### src/rtl/uart_loop_controller_pkg.sv
// Shared definitions for the UART byte-loopback controller: default byte width
// and the transmit-side state encoding.
package uart_loop_controller_pkg;

    localparam int DATA_W_DEF = 8;

    typedef enum logic [1:0] {
        ST_IDLE      = 2'd0,
        ST_SEND      = 2'd1,
        ST_WAIT_BUSY = 2'd2,
        ST_WAIT_IDLE = 2'd3
    } tx_state_e;

endpackage

### src/rtl/uart_loop_controller_byte_fifo.sv
// Synchronous circular-buffer FIFO; a pop in the same cycle as a push to a
// full FIFO frees the slot so the push is accepted.
module byte_fifo #(
    parameter int DATA_W     = 8,
    parameter int FIFO_DEPTH = 4
) (
    input  logic              clk,
    input  logic              rst_n,
    input  logic              push,
    input  logic [DATA_W-1:0] din,
    input  logic              pop,
    output logic [DATA_W-1:0] dout,
    output logic              full,
    output logic              empty
);
    import uart_loop_controller_pkg::*;

    localparam int AW = $clog2(FIFO_DEPTH);

    logic [DATA_W-1:0] mem_q [FIFO_DEPTH];
    logic [AW-1:0]     wr_ptr_q, wr_ptr_d;
    logic [AW-1:0]     rd_ptr_q, rd_ptr_d;
    logic [AW:0]       count_q, count_d;
    logic              wr_en_s, rd_en_s;

    assign full  = (count_q == (AW+1)'(FIFO_DEPTH));
    assign empty = (count_q == '0);
    assign dout  = mem_q[rd_ptr_q];

    // Pointer and occupancy next-state.
    always_comb begin
        wr_en_s  = push && (!full || pop);
        rd_en_s  = pop && !empty;
        wr_ptr_d = wr_ptr_q;
        rd_ptr_d = rd_ptr_q;
        count_d  = count_q;
        if (wr_en_s) begin
            wr_ptr_d = wr_ptr_q + AW'(1);
        end else begin
            wr_ptr_d = wr_ptr_q;
        end
        if (rd_en_s) begin
            rd_ptr_d = rd_ptr_q + AW'(1);
        end else begin
            rd_ptr_d = rd_ptr_q;
        end
        case ({wr_en_s, rd_en_s})
            2'b10:   count_d = count_q + (AW+1)'(1);
            2'b01:   count_d = count_q - (AW+1)'(1);
            default: count_d = count_q;
        endcase
    end

    // Pointer and occupancy registers.
    always_ff @(posedge clk or negedge rst_n) begin
        if (!rst_n) begin
            wr_ptr_q <= '0;
            rd_ptr_q <= '0;
            count_q  <= '0;
        end else begin
            wr_ptr_q <= wr_ptr_d;
            rd_ptr_q <= rd_ptr_d;
            count_q  <= count_d;
        end
    end

    // Storage array, cleared on reset so no stale byte survives.
    always_ff @(posedge clk or negedge rst_n) begin
        if (!rst_n) begin
            for (int i = 0; i < FIFO_DEPTH; i++) begin
                mem_q[i] <= '0;
            end
        end else if (wr_en_s) begin
            mem_q[wr_ptr_q] <= din;
        end
    end

endmodule

### src/rtl/uart_loop_controller.sv
// Byte loopback between a UART receiver and transmitter: captures each RX byte
// into a FIFO and hands them to the transmitter one strobe at a time.
module uart_loop_controller
    import uart_loop_controller_pkg::*;
#(
    parameter int DATA_W      = DATA_W_DEF,
    parameter int FIFO_DEPTH  = 4,
    parameter int ACK_TIMEOUT = 16
) (
    input  logic              sysclk,
    input  logic              reset,
    input  logic [DATA_W-1:0] RX_DATA,
    input  logic              RX_STATUS,
    input  logic              TX_STATUS,
    output logic [DATA_W-1:0] TX_DATA,
    output logic              TX_EN
);

    localparam int CNT_W = (ACK_TIMEOUT > 2) ? $clog2(ACK_TIMEOUT) : 1;
    // The timeout spans strobe-to-strobe, so the IDLE pop and SEND cycles are
    // deducted from the time spent in WAIT_BUSY.
    localparam logic [CNT_W-1:0] TIMEOUT_LAST = CNT_W'(ACK_TIMEOUT - 3);

    tx_state_e         state_q, state_d;
    logic              rx_q;
    logic              tx_en_q, tx_en_d;
    logic [DATA_W-1:0] tx_data_q, tx_data_d;
    logic [CNT_W-1:0]  wait_cnt_q, wait_cnt_d;
    logic              rise_s, pop_s, full_s, empty_s;
    logic [DATA_W-1:0] head_s;

    assign rise_s  = RX_STATUS & ~rx_q;
    assign TX_EN   = tx_en_q;
    assign TX_DATA = tx_data_q;

    byte_fifo #(
        .DATA_W     (DATA_W),
        .FIFO_DEPTH (FIFO_DEPTH)
    ) u_fifo (
        .clk   (sysclk),
        .rst_n (reset),
        .push  (rise_s),
        .din   (RX_DATA),
        .pop   (pop_s),
        .dout  (head_s),
        .full  (full_s),
        .empty (empty_s)
    );

    // Transmit handshake: next state, pop request and registered outputs.
    always_comb begin
        state_d    = state_q;
        tx_data_d  = tx_data_q;
        tx_en_d    = 1'b0;
        wait_cnt_d = wait_cnt_q;
        pop_s      = 1'b0;
        case (state_q)
            ST_IDLE: begin
                if (!empty_s && TX_STATUS) begin
                    pop_s     = 1'b1;
                    tx_data_d = head_s;
                    state_d   = ST_SEND;
                end else begin
                    state_d   = ST_IDLE;
                end
            end
            ST_SEND: begin
                tx_en_d    = 1'b1;
                wait_cnt_d = '0;
                state_d    = ST_WAIT_BUSY;
            end
            ST_WAIT_BUSY: begin
                if (!TX_STATUS) begin
                    state_d = ST_WAIT_IDLE;
                end else if (wait_cnt_q == TIMEOUT_LAST) begin
                    state_d = ST_IDLE;
                end else begin
                    wait_cnt_d = wait_cnt_q + CNT_W'(1);
                end
            end
            ST_WAIT_IDLE: begin
                if (TX_STATUS) begin
                    state_d = ST_IDLE;
                end else begin
                    state_d = ST_WAIT_IDLE;
                end
            end
            default: state_d = ST_IDLE;
        endcase
    end

    // Control and output registers.
    always_ff @(posedge sysclk or negedge reset) begin
        if (!reset) begin
            state_q    <= ST_IDLE;
            rx_q       <= 1'b0;
            tx_en_q    <= 1'b0;
            tx_data_q  <= '0;
            wait_cnt_q <= '0;
        end else begin
            state_q    <= state_d;
            rx_q       <= RX_STATUS;
            tx_en_q    <= tx_en_d;
            tx_data_q  <= tx_data_d;
            wait_cnt_q <= wait_cnt_d;
        end
    end

endmodule

### config.mk
export PLATFORM = sky130hd
export DESIGN_NAME = uart_loop_controller
export DESIGN_NICKNAME = d
export VERILOG_FILES = /design/src/rtl/uart_loop_controller_pkg.sv /design/src/rtl/uart_loop_controller_byte_fifo.sv /design/src/rtl/uart_loop_controller.sv
export SDC_FILE = /design/constraint.sdc
export NUM_CORES = 1
export LEC_CHECK = 0
export BUFFER_PORTS_ARGS = -buffer_cell sky130_fd_sc_hd__buf_2
export CAP_MARGIN = 20
export CORE_UTILIZATION = 54
export DETAILED_ROUTE_END_ITERATION = 8
export PLACE_DENSITY_LB_ADDON = 0.12
export SLEW_MARGIN = 20
export SYNTH_ARGS = -nofsm -noshare
export SYNTH_HDL_FRONTEND = slang
export SYNTH_SLANG_ARGS = --single-unit
export TNS_END_PERCENT = 100
### constraint.sdc
create_clock -name sysclk -period 2.8 [get_ports sysclk]
set_input_delay 0.56 -clock sysclk [delete_from_list [all_inputs] [get_ports sysclk]]
set_output_delay 0.56 -clock sysclk [all_outputs]
set_load 0.02 [all_outputs]
# Word-level counts from Yosys, hierarchy flattened
# Index checks and enable logic that the tools add are counted.
[classes] magnitude_cmp=3 div=0 add_sub_neg=5 n_mul=0 eq_ne=10 n_reduce_logical=13 n_mux=18 shift=0 n_bitwise=4
[op_table] cell="32-bit bitwise mux" count=1
[op_table] cell="8-bit two-way mux" count=3
[op_table] cell="8-bit binary-select mux with 2-bit select" count=1
[op_table] cell="8-bit demux with 2-bit select" count=1
[op_table] cell="4-bit two-way mux" count=2
[op_table] cell="2-bit one-hot mux with 4 select lines" count=1
[op_table] cell="4-bit one-hot mux with 2 select lines" count=1
[op_table] cell="2-bit == test, second input constant" count=3
[op_table] cell="3-bit greater-or-equal comparator, second input constant" count=2
[op_table] cell="2-bit two-way mux" count=3
[op_table] cell="2-bit inverter with 3-bit output" count=2
[op_table] cell="3-bit one-hot mux with 2 select lines" count=1
[op_table] cell="2-bit by 1-bit adder with 2-bit output, second input constant" count=2
[op_table] cell="4-bit by 1-bit adder with 4-bit output, second input constant" count=1
[op_table] cell="2-bit by 1-bit == test with 1-bit output, second input constant" count=2
[op_table] cell="4-bit == test, second input constant" count=1
[op_table] cell="1-bit logical AND" count=4
[op_table] cell="1-bit two-way mux" count=4
[op_table] cell="2-bit != test, second input constant" count=2
[op_table] cell="2-bit nonzero test" count=2
[op_table] cell="3-bit by 1-bit adder with 3-bit output, second input constant" count=1
[op_table] cell="3-bit == test, second input constant" count=1
[op_table] cell="3-bit logical NOT" count=1
[op_table] cell="3-bit by 1-bit less-than comparator with 1-bit output, second input constant" count=1
[op_table] cell="other kinds (9)" count=10
[totals] output_inout_bits=9 in_bits=12 mem_count=0 regBits=55 latch_bits=0 elab_cells=65 ram_bits=0 rom_bits=0

# Depth between registers and ports, before layout
[logic_depth] depth_word=9 depth_mapped=10 ltp_nobuf=9

# Hierarchy
# A second synthesis with hierarchy kept.
[unflattened] cells_unflattened=164 hier_area_um2=2486.1
[by_module_without_submodules] mod="byte_fifo" seq_area_each_um2=975.9 cells_per_inst=115 n_inst=1 area_per_inst_um2=1801.7
[by_module_without_submodules] mod="uart_loop_controller" seq_area_each_um2=400.4 cells_per_inst=49 n_inst=1 area_per_inst_um2=684.4

# Least setup slack after synthesis
# OpenSTA, ideal clock, no wires.
[synth_timing] kind="input port to flip-flop" start="in TX_STATUS" end="reg u_fifo.count_q[2]" path_buffers=1 slack_ps=292 path_stages=9 arrival_ps=2429 setup_ps=79 required_ps=2721 cell_sequence="or3b_1 -> buf_6 -> nor2_2 -> ha_1 -> inv_1 -> fa_1 -> xor2_1 -> nor2_1 -> xor2_1"
[synth_between] elab_cells_between_ends=10 cone_classes="eq/ne: 2; mux: 3; reduce/logical: 5"
[synth_lines] item="start: declaration" line_no="uart_loop_controller.sv:14" source="input logic TX_STATUS,"
[synth_lines] item="1-bit logical AND *" line_no="uart_loop_controller.sv:59" source="if (!empty_s && TX_STATUS) begin"
[synth_lines] item="1-bit two-way mux *" line_no="uart_loop_controller.sv:59"
[synth_lines] item="1-bit two-way mux *" line_no="uart_loop_controller.sv:57" source="case (state_q)"
[synth_lines] item="1-bit logical AND *" line_no="uart_loop_controller_byte_fifo.sv:33" source="rd_en_s = pop && !empty;"
[synth_lines] item="net u_fifo.rd_en_s" line_no="uart_loop_controller_byte_fifo.sv:24" source="logic wr_en_s, rd_en_s;"
[synth_lines] item="2-bit by 1-bit == test with 1-bit output or 2-bit == test (tied branches)" line_no="uart_loop_controller_byte_fifo.sv:47" source="case ({wr_en_s, rd_en_s})"
[synth_lines] item="3-bit one-hot mux with 2 select lines or 2-bit nonzero test (tied branches)"
[synth_lines] item="end signal: assignment" line_no="uart_loop_controller_byte_fifo.sv:63" source="count_q <= count_d;"
[synth_lines] item="end: declaration" line_no="uart_loop_controller_byte_fifo.sv:23" source="logic [AW:0] count_q, count_d;"
# Mark *: on every way through the listed nets, which the timed path passes. The rest lies on a longest branch.
# A chain may end at the register's enable or synchronous reset.

# Worst setup path after layout
[layout_timing] start="reg state_q[1]" end="reg u_fifo.count_q[2]"
[layout_between] elab_chain_len=6 elab_cells_between_ends=9 cone_classes="eq/ne: 2; mux: 2; reduce/logical: 5"
[layout_lines] item="start: declaration" line_no="uart_loop_controller.sv:24" source="tx_state_e state_q, state_d;"
[layout_lines] item="start signal: assignment" line_no="uart_loop_controller.sv:101" source="state_q <= state_d;"
[layout_lines] item="2-bit logical NOT *" line_no="uart_loop_controller.sv:57"
[layout_lines] item="1-bit two-way mux *" line_no="uart_loop_controller.sv:57"
[layout_lines] item="1-bit logical OR" line_no="uart_loop_controller_byte_fifo.sv:32" source="wr_en_s = push && (!full || pop);"
[layout_lines] item="1-bit logical AND" line_no="uart_loop_controller_byte_fifo.sv:32"
[layout_lines] item="2-bit by 1-bit == test with 1-bit output or 2-bit == test (tied branches)" line_no="uart_loop_controller_byte_fifo.sv:47"
[layout_lines] item="3-bit one-hot mux with 2 select lines or 2-bit nonzero test (tied branches)"
# Every way passes the cells marked *; elsewhere a longest branch is shown, timed or not.

==> flow_summary.yaml <==
outcome:
  outcome: "finished clean"
clock_network:
  root_buffer: "clkbuf_8"
  ctsHoldBuffers: 0
  cts_tree: "built"
  cts_resized: 0
  htree_levels: 2
  cts_setup_buffers: 0
  clkLatencyLatePin_ns: 0.30
  clk_pin_slew_ns: 0.09
  clock_sinks: 55
  cts_buffer_depth: 2
  numCtsBuffers: 5
drt:
  ant_nets: 0
  routed_wirelength_mm: 4.399
  vias_per_cell: 5.686
  first_iter_violations: 46
  wl_per_cell_microns: 17.96
  drc: 0
  drt_pass1_iterations: 4
  vias: 1393
logic_synthesis:
  yosysUniqueCellTypes: 29
  synth_nets: 184
  synth_edf_count: 0
  postSynthCellCount: 164
  netlist_area_sq_um: 2510
  synth_xor_area_frac: 0.02094
  synthMuxAreaShare: 0.2682
  synth_largest_area_cell: "dfrtp_1"
  synth.avg_cell_area_sq_um: 15.30
  synth_top_family_by_area: "multiplexers"
  ys.flop_type: "dfrtp_1"
  synth_warnings: 0
  synth-adder-area-share: 0.04287
  synth-async-reset-ratio: 1.000
  synth.top_cell.area_share: 0.5484
  ys_ff_latch: 55
  seq_area_frac_synth: 0.5484
  synthTopCellsByArea: "dfrtp_1 55%, mux2_2 19%, mux4_2 7.2%, ha_1 3.5%, a211oi_4 3.2%"
  synth_compound_area_frac: 0.04487
  synthSimpleGateAreaFrac: 0.04935
timing:
  setup_violations: 0
  maxSlewHeadroom: 0.5839
  worstMarginPinSlew_ns: 0.6241
  setup_tns_ns: 0
  slew_viol_final: 0
  grt_setup_unrepaired: "no"
  fin_crit_ns: 2.153
  clock.fmax_mhz: 464.5
  fin_ws_ns: 0.6474
  finalClockSkew_ns: 0.005504
  final_hold_viol_count: 0
  post-route-period-util: 0.7688
placement:
  numPortBuffers: 20
  place_ws_ns: 0.4186
  placed_cells: 237
  dp_hpwl_mm: 3.094
  place_congestion: 0.8009
setup_path:
  end_kind: "flop"
  crit_buf_inv: 2
  cp_slowest_cell: "or3b_1"
  crit_arrival_ns: 2.35
  critPathKind: "flop to flop"
  worstPathCellList: "or3b_1, a21oi_1, inv_1, ha_1, inv_1, fa_1, xor2_1, nor2_1, xor2_1"
  worstPathMaxFanout: 4
  r2r-end: "u_fifo.count_q[2]"
  r2r-start: "state_q[1]"
  r2r_slack_ns: 0.65
  cpLargestDelayFamily: "simple AND/OR/NAND/NOR gates"
  cpPeakStageDelay_ns: 0.44
  setup.worst_path.start_class: "flop"
  r2r_cells: 9
  crit_required_ns: 2.99
grt:
  grt_pass1_vias: 1610
  grt_pass1_wl_mm: 7.631
  overflow: 0
  track_usage: 0.2052
  antenna_found_initial: 0
  grt_max_degree: 27
die:
  core_sq_um: 4414
  ios: 21
  die_w_microns: 70.18
  die_h_microns: 70.18
  initial_utilization: 0.5686
  num_rows: 24
  die-area_sq_um: 4925
pwr:
  irDropWorstVdd_v: 0.0004909
  powerDensity_nw_per_um2: 1111
  finalPower_mw: 3.101
  p_leak_nw: 1.243
finish:
  syn_to_final_growth_pct: 11.17
  drive_above_1_share: 0.4560
  finalNetCount: 212
  final_cells: 245
  diodes: 0
min_path:
  worst_hold_path_type: "primary input to async pin"
job:
  drv_cap: 0
synthesized netlist by cell type, drive strengths merged (2+ instances only):
cell	instances
a211oi	4
a21oi	2
and2	2
buf	4
dfrtp	55
ha	7
inv	11
mux2	42
mux2i	2
mux4	8
nand2b	3
nand3	3
nor2	2
nor3b	3
xnor2	2
xor2	4
placed cells by master (no fill, tap or decap), types with 4 or more instances in the layout:
master	synthesis	layout
dfrtp_1	55	55
mux2_2	42	42
buf_2	0	20
inv_1	11	11
mux4_2	8	8
ha_1	7	7
clkbuf_8	0	7
buf_4	0	5
a211oi_4	4	4
xor2_1	4	4
cells by family (layout without fill, tap and decap cells):
group | after synthesis | count (layout)
flops | 55 | 55
xor+xnor | 6 | 6
compound gates | 9 | 9
buf+inv | 15 | 44
fa+ha+maj | 8 | 8
mux | 52 | 52
simple gates | 19 | 19
through the flow:
stage                 util  instance area [sq um]  hold WS [ns]
detailed placement  0.6094                   2690        0.4737
floorplan                -                   2510        0.2644
CTS                 0.6321                   2790        0.1737
finish              0.6321                   2790        0.1663
global route        0.6321                   2790        0.1818
global placement    0.6094                   2690        0.4786
how the worst max path moves through the flow:
stage	startpoint	endpoint	slack (ns)	depth (start not counted)
5_1_grt	u_fifo.count_q[0]	u_fifo.count_q[2]	0.54	10
6_report	state_q[1]	u_fifo.count_q[2]	0.65	9
3_5_place_dp	RX_STATUS	u_fifo.count_q[2]	0.42	10
3_3_place_gp	TX_STATUS	u_fifo.mem_q[31]	0.44	5
2_1_floorplan	TX_STATUS	u_fifo.count_q[2]	0.29	9
4_1_cts	state_q[1]	u_fifo.count_q[2]	0.65	9
state kept, by name, indices dropped and copies added (netlist names):
| register | count |
|---|---|
| TX_DATA | 8 |
| TX_EN | 1 |
| rx_q | 1 |
| state_q | 2 |
| u_fifo.count_q | 3 |
| u_fifo.mem_q | 32 |
| u_fifo.rd_ptr_q | 2 |
| u_fifo.wr_ptr_q | 2 |
| wait_cnt_q | 4 |
power breakdown:
part,total [mW],leakage [nW],switching [mW],internal [mW]
combinational,1.17,0.524,0.494,0.674
sequential,1.47,0.667,0.288,1.18
clock,0.467,0.0515,0.240,0.226
total,3.10,1.24,1.02,2.08
per-layer routing:
| metal | share of wire | GRT usage | vias to the layer above |
|---|---|---|---|
| li1 | - | - | 633 |
| met1 | 0.43 | 0.2520 | 718 |
| met2 | 0.52 | 0.3419 | 31 |
| met3 | 0.034 | 0.06061 | 11 |
| met4 | 0.021 | 0.08000 | 0 |
| met5 | 0 | 0 | - |
layout make-up:
| type | instances | area (sq um) |
|---|---|---|
| multi-input combinational | 94 | 1070 |
| timing repair buffer | 25 | 137.6 |
| clock buffer | 8 | 100.1 |
| tap | 52 | 65.06 |
| inverter | 11 | 41.29 |
| sequential | 55 | 1376 |
| fill | 337 | 1624 |
Power figures use the tool's default switching activity.
